<file path="config.mk">
export PLATFORM = sky130hd
export DESIGN_NAME = ex_mem_stage
export DESIGN_NICKNAME = d
export VERILOG_FILES = /design/src/rtl/pipeline_pkg.sv /design/src/rtl/ex_mem_stage_alu.sv /design/src/rtl/ex_mem_stage.sv
export SDC_FILE = /design/constraint.sdc
export NUM_CORES = 1
export LEC_CHECK = 0
export ABC_CLOCK_PERIOD_IN_PS = 7000
export BUFFER_PORTS_ARGS = -buffer_cell sky130_fd_sc_hd__buf_2
export CORE_ASPECT_RATIO = 0.7
export CORE_MARGIN = 5
export CORE_UTILIZATION = 45
export DETAILED_ROUTE_END_ITERATION = 8
export PLACE_DENSITY = 0.75
export SLEW_MARGIN = 20
export SYNTH_ARGS = -nofsm -noshare
export SYNTH_HDL_FRONTEND = slang
export SYNTH_SLANG_ARGS = --single-unit
</file>
<file path="constraint.sdc">
create_clock -name clk -period 7 [get_ports clk]
set_input_delay 1.4 -clock clk [delete_from_list [all_inputs] [get_ports clk]]
set_output_delay 1.4 -clock clk [all_outputs]
set_load 0.02 [all_outputs]
</file>
<file path="src/rtl/pipeline_pkg.sv">
// Definitions shared by the execute stage: ALU opcodes, control-field bit positions
// and the forwarding-select encoding.
package pipeline_pkg;

  localparam logic [3:0] ALU_AND = 4'b0000;
  localparam logic [3:0] ALU_OR  = 4'b0001;
  localparam logic [3:0] ALU_ADD = 4'b0010;
  localparam logic [3:0] ALU_SUB = 4'b0110;
  localparam logic [3:0] ALU_SLT = 4'b0111;
  localparam logic [3:0] ALU_NOR = 4'b1100;

  localparam int unsigned EX_REG_DST     = 6;
  localparam int unsigned EX_ALU_SRC     = 5;
  localparam int unsigned M_MEM_READ     = 3;
  localparam int unsigned M_MEM_WRITE    = 2;
  localparam int unsigned M_BRANCH       = 1;
  localparam int unsigned WB_REG_WRITE   = 1;
  localparam int unsigned WB_MEM_TO_REG  = 0;

  typedef enum logic [1:0] {
    FWD_RF    = 2'd0,
    FWD_EXMEM = 2'd1,
    FWD_MEMWB = 2'd2
  } fwd_sel_t;

endpackage

</file>
<file path="src/rtl/ex_mem_stage_alu.sv">
// Combinational ALU for the execute stage; overflow is reported only for ADD and SUB.
module alu
  import pipeline_pkg::*;
#(
  parameter int unsigned DW = 32
) (
  input  logic [DW-1:0] a,
  input  logic [DW-1:0] b,
  input  logic [3:0]    alu_ctl,
  output logic [DW-1:0] y,
  output logic          overflow
);

  logic [DW-1:0] sum;
  logic [DW-1:0] diff;

  assign sum  = a + b;
  assign diff = a - b;

  always_comb begin
    y        = '0;
    overflow = 1'b0;
    case (alu_ctl)
      ALU_AND: y = a & b;
      ALU_OR:  y = a | b;
      ALU_ADD: begin
        y        = sum;
        overflow = (a[DW-1] == b[DW-1]) && (sum[DW-1] != a[DW-1]);
      end
      ALU_SUB: begin
        y        = diff;
        overflow = (a[DW-1] != b[DW-1]) && (diff[DW-1] != a[DW-1]);
      end
      ALU_SLT: y = {{(DW-1){1'b0}}, ($signed(a) < $signed(b))};
      ALU_NOR: y = ~(a | b);
      default: y = '0;
    endcase
  end

endmodule

</file>
<file path="src/rtl/ex_mem_stage.sv">
// Execute stage with operand forwarding and the EX/MEM pipeline register.
module ex_mem_stage
  import pipeline_pkg::*;
#(
  parameter int unsigned DW = 32,
  parameter int unsigned AW = 5
) (
  input  logic          clk,
  input  logic          rst,
  input  logic [DW-1:0] r1,
  input  logic [DW-1:0] r2,
  input  logic [DW-1:0] offset,
  input  logic [AW-1:0] rs,
  input  logic [AW-1:0] rt,
  input  logic [AW-1:0] rd,
  input  logic [6:0]    ctrl_ex,
  input  logic [3:0]    ctrl_m,
  input  logic [1:0]    ctrl_wb,
  input  logic          wb_reg_write,
  input  logic [AW-1:0] wb_rd,
  input  logic [DW-1:0] wb_data,
  input  logic          hold,
  input  logic          flush,
  output logic [DW-1:0] alu_result,
  output logic [DW-1:0] store_data,
  output logic [AW-1:0] dest_reg,
  output logic          zero,
  output logic          overflow,
  output logic [3:0]    out_ctrl_m,
  output logic [1:0]    out_ctrl_wb
);

  fwd_sel_t      sel_a, sel_b;
  logic [DW-1:0] fwd_a, fwd_b, op_b, alu_y;
  logic          alu_ovf;
  logic [AW-1:0] dest_next;
  logic          unused_reserved;

  assign unused_reserved = ctrl_ex[4];

  // EX/MEM is the younger producer, so it beats MEM/WB; index 0 never forwards.
  function automatic fwd_sel_t pick(input logic [AW-1:0] idx);
    if (out_ctrl_wb[WB_REG_WRITE] && dest_reg != '0 && dest_reg == idx)
      return FWD_EXMEM;
    else if (wb_reg_write && wb_rd != '0 && wb_rd == idx)
      return FWD_MEMWB;
    else
      return FWD_RF;
  endfunction

  always_comb begin
    sel_a = pick(rs);
    sel_b = pick(rt);
    case (sel_a)
      FWD_EXMEM: fwd_a = alu_result;
      FWD_MEMWB: fwd_a = wb_data;
      default:   fwd_a = r1;
    endcase
    case (sel_b)
      FWD_EXMEM: fwd_b = alu_result;
      FWD_MEMWB: fwd_b = wb_data;
      default:   fwd_b = r2;
    endcase
    op_b      = ctrl_ex[EX_ALU_SRC] ? offset : fwd_b;
    dest_next = ctrl_ex[EX_REG_DST] ? rd : rt;
  end

  alu #(.DW(DW)) u_alu (
    .a        (fwd_a),
    .b        (op_b),
    .alu_ctl  (ctrl_ex[3:0]),
    .y        (alu_y),
    .overflow (alu_ovf)
  );

  // A flush only kills the control/destination fields; the data fields are don't-care in a bubble.
  always_ff @(posedge clk or negedge rst) begin
    if (!rst) begin
      alu_result  <= '0;
      store_data  <= '0;
      dest_reg    <= '0;
      zero        <= 1'b0;
      overflow    <= 1'b0;
      out_ctrl_m  <= '0;
      out_ctrl_wb <= '0;
    end else if (flush) begin
      dest_reg    <= '0;
      out_ctrl_m  <= '0;
      out_ctrl_wb <= '0;
    end else if (!hold) begin
      alu_result  <= alu_y;
      store_data  <= fwd_b;
      dest_reg    <= dest_next;
      zero        <= (alu_y == '0);
      overflow    <= alu_ovf;
      out_ctrl_m  <= ctrl_m;
      out_ctrl_wb <= ctrl_wb;
    end
  end

endmodule

</file>
==> results.toml <==
[run_status]
status = "finished, final reports clean"

[logic_synthesis]
ys_top_cells_by_area = "dfrtp_1, ha_1, mux2i_1, nand2_1, o21ai_0"
synth-async-reset-ratio_pct = 100
synth-edff-count = 0
ys_seq_elements = 77
synth_top_area_share_pct = 18.4
yosysWarnings = 0
ys.flop_type = "dfrtp_1"
synth_largest_area_cell = "dfrtp_1"
synth_fp_nets = 1702
yosys.cell_types.count = 83
syn_area_sq_um = 10500
synth_area_per_cell_sq_um = 7.29
yosysSeqAreaShare_pct = 18.4
netlist_instances = 1438

[drt]
drtAntennaViolNets = 0
first_pass_iters = 7
vias_per_cell = 6.05
drtIter0Drc = 1377
vias = 12100
wire_per_inst_um = 20.5
drc = 0
drt-total-wl_um = 41100

[placed_design]
dp_slack_ns = -0.112
placement.io_buffers = 241
gp_congestion = 1.00
dpl-instance-area_sq_um = 12500
hpwl_um = 32100

[setup_path]
cp_cell_sequence = "buf_2 -> or4_1 -> o21ai_1 -> nor4_4 -> buf_12 -> mux2i_1 -> o21ai_0 -> mux2i_1 -> fa_1 -> nand3b_1 -> a21oi_1 -> o21ai_0 -> o21ba_2 -> o311ai_1 -> nand4_1 -> a2111oi_0 -> nand4_1 -> nor4_1 -> nand3_1 -> o41ai_2"
path_buf_inv = 2
cp-start-kind = "primary input"
r2r_start = "dest_reg[1]"
worstSetupEndpointType = "flop"
r2r_cells = 20
slowest_stage = "a2111oi_0"
crit_family = "compound AO/OA/AOI/OAI gates"
path_max_fanout = 9
crit_type = "in -> reg"
r2r_end = "zero"
rrSetupSlack_ns = 0.94
critPathMaxStageDelay_ns = 0.54
required_ns = 7.26
crit_arrival_ns = 7.06

[cts]
root_buffer = "clkbuf_16"
cts_made_buffers = 9
cts_tree = "built"
cts_buffer_depth = 2
clock-sinks = 77
clkTransAtPathRegs_ns = 0.07
cts_max_level = 3
clock_latency_ns = 0.36

[global_routing]
overflow = 0
grt_first_pass_wirelength_um = 62200
grtUsageMet3_pct = 8.11
grt_util_all_layers_pct = 29.7
antenna_found_initial = 1
grt_max_degree = 71
grt_pass1_vias = 11500
use_met1_pct = 38.7
use_met2_pct = 46.8
busiest_layer = "met2"

[floorplan]
die_h_um = 138
start_util_pct = 46.0
io_pins = 243
die_width_um = 192
dieArea_sq_um = 26500
core_sq_um = 22800
rows = 46

[power]
pwr-share-comb_pct = 51.0
clkPwrFrac_pct = 22.5
powerDensity_nw_per_um2 = 166
vdd_drop_max_uv = 125
p_sw_share_pct = 43.9
p_int_uw = 1200
power.switching_uw = 936
power_frac_seq_pct = 26.5
power.total_uw = 2130
power_leakage_uw = 0.00606

[sta]
fin_ws_ns = 0.199
hold_viol = 0
finalCritPeriodShare_pct = 97.2
skew_ns = 0.0146
max_freq_ghz = 0.147
slew_viol_final = 0
tns_ns = 0
relSlewSlack_pct = 32.1
period_needed_ns = 6.80
setup_viol = 0
worst_pin_slew_ns = 1.01

[layout]
area_delta_synth_final_pct = 22.3
drive_gt1_share_pct = 23.6
post-route-util_pct = 56.2
postLayoutCellArea_sq_um = 12800
nets = 1953
diodes = 0

[hold_path]
worstHoldPathType = "reg -> reg"
min_from = "store_data[25]"
min_to = "store_data[25]"
whs_path_depth = 2

[job]
maxCapViolCount = 0
-- cells in the mapped netlist (all sizes together), types with 7 or more instances --
cell      n
mux2     12
nor2    116
a31oi    18
o211ai   12
o21bai    8
nand2   258
nand4     7
clkbuf   67
nor4     12
nor2b    15
buf      20
a22oi     7
dfrtp    77
a211oi   10
or3       7
o31ai    11
o31a      8
o21a     20
inv      98
nand3    17
o221a     8
mux2i   104
o21ai   115
a21o      7
a221o    13
a21oi    88
ha       96
nand2b   22
nor3     21
a221oi   16
xor2     10
xnor2    23
-- layout by cell type, fill, tap and decap left out, drive strengths merged, types with 20 or more instances in the layout --
master | synthesis | layout
inv | 98 | 99
a21oi | 88 | 88
nor3 | 21 | 21
buf | 20 | 327
nor2 | 116 | 116
o21a | 20 | 20
xnor2 | 23 | 23
o21ai | 115 | 115
dfrtp | 77 | 77
nand2 | 258 | 258
nand2b | 22 | 22
ha | 96 | 96
mux2i | 104 | 104
-- cell type report --
type / instances / area (sq um)
flip-flops and latches: 77 / 1930
clock inverters: 4 / 28.8
fillers: 2157 / 9980
inverters: 98 / 368
well taps: 312 / 390
clock buffers: 12 / 267
repair buffers: 327 / 1920
multi-input cells: 1176 / 7910
-- power by group through the flow --
| stage | clock (uW) | combinational [uW] | sequential (uW) |
|---|---|---|---|
| after floorplan | 0 | 588 | 641 |
| after global placement | 0 | 1040 | 571 |
| after detailed placement | 0 | 1060 | 572 |
| after CTS | 489 | 1060 | 565 |
| after global routing | 503 | 1170 | 574 |
| final | 480 | 1090 | 566 |
-- worst max-delay path by stage --
stage	from	endpoint	slack (ns)	depth (start not counted)
after floorplan	wb_rd[4]	zero	0.58	19
after global placement	wb_rd[0]	zero	-0.24	21
after detailed placement	wb_rd[0]	zero	-0.11	21
after CTS	wb_rd[0]	zero	0.22	21
after global routing	wb_rd[1]	zero	-0.02	21
final	wb_rd[1]	zero	0.20	20
-- timing repair --
item,CTS,global route
hold buffers,0,0
endpoints found under the setup margin,0,2
setup buffers,0,0
gates resized for setup,0,4
-- cells by family (layout without fill, tap and decap cells) --
kind of cell	after synthesis	after routing	share of synthesized area (%)
multiplexers	116	116	11.2
flip-flops	77	77	18.4
XOR/XNOR	33	33	2.76
adder cells (fa/ha/maj)	98	98	11.8
AO/OA/AOI/OAI	401	401	25.6
buffers and inverters	185	441	6.89
AND/OR/NAND/NOR	528	528	23.3
-- tightest hold or removal path: cells and delay by family, from the launching register on --
kind             cells  cell delay (ns)
flip-flops           1             0.34
AND/OR/NAND/NOR      2             0.10
-- stage by stage --
stage / hold WS (ns) / instances
6_report: 0.468 / 2006
3_5_place_dp: 0.458 / 1990
5_1_grt: 0.494 / 2006
2_1_floorplan: 0.590 / 1438
3_3_place_gp: 0.454 / 1990
4_1_cts: 0.474 / 2006
-- metal layers --
layer / wire (um) / up-vias
li1: - / 5625
met3: 4590 / 122
met5: 13 / -
met4: 1790 / 2
met2: 18000 / 713
met1: 16700 / 5677
No activity file was read; power rests on OpenSTA's default activity.
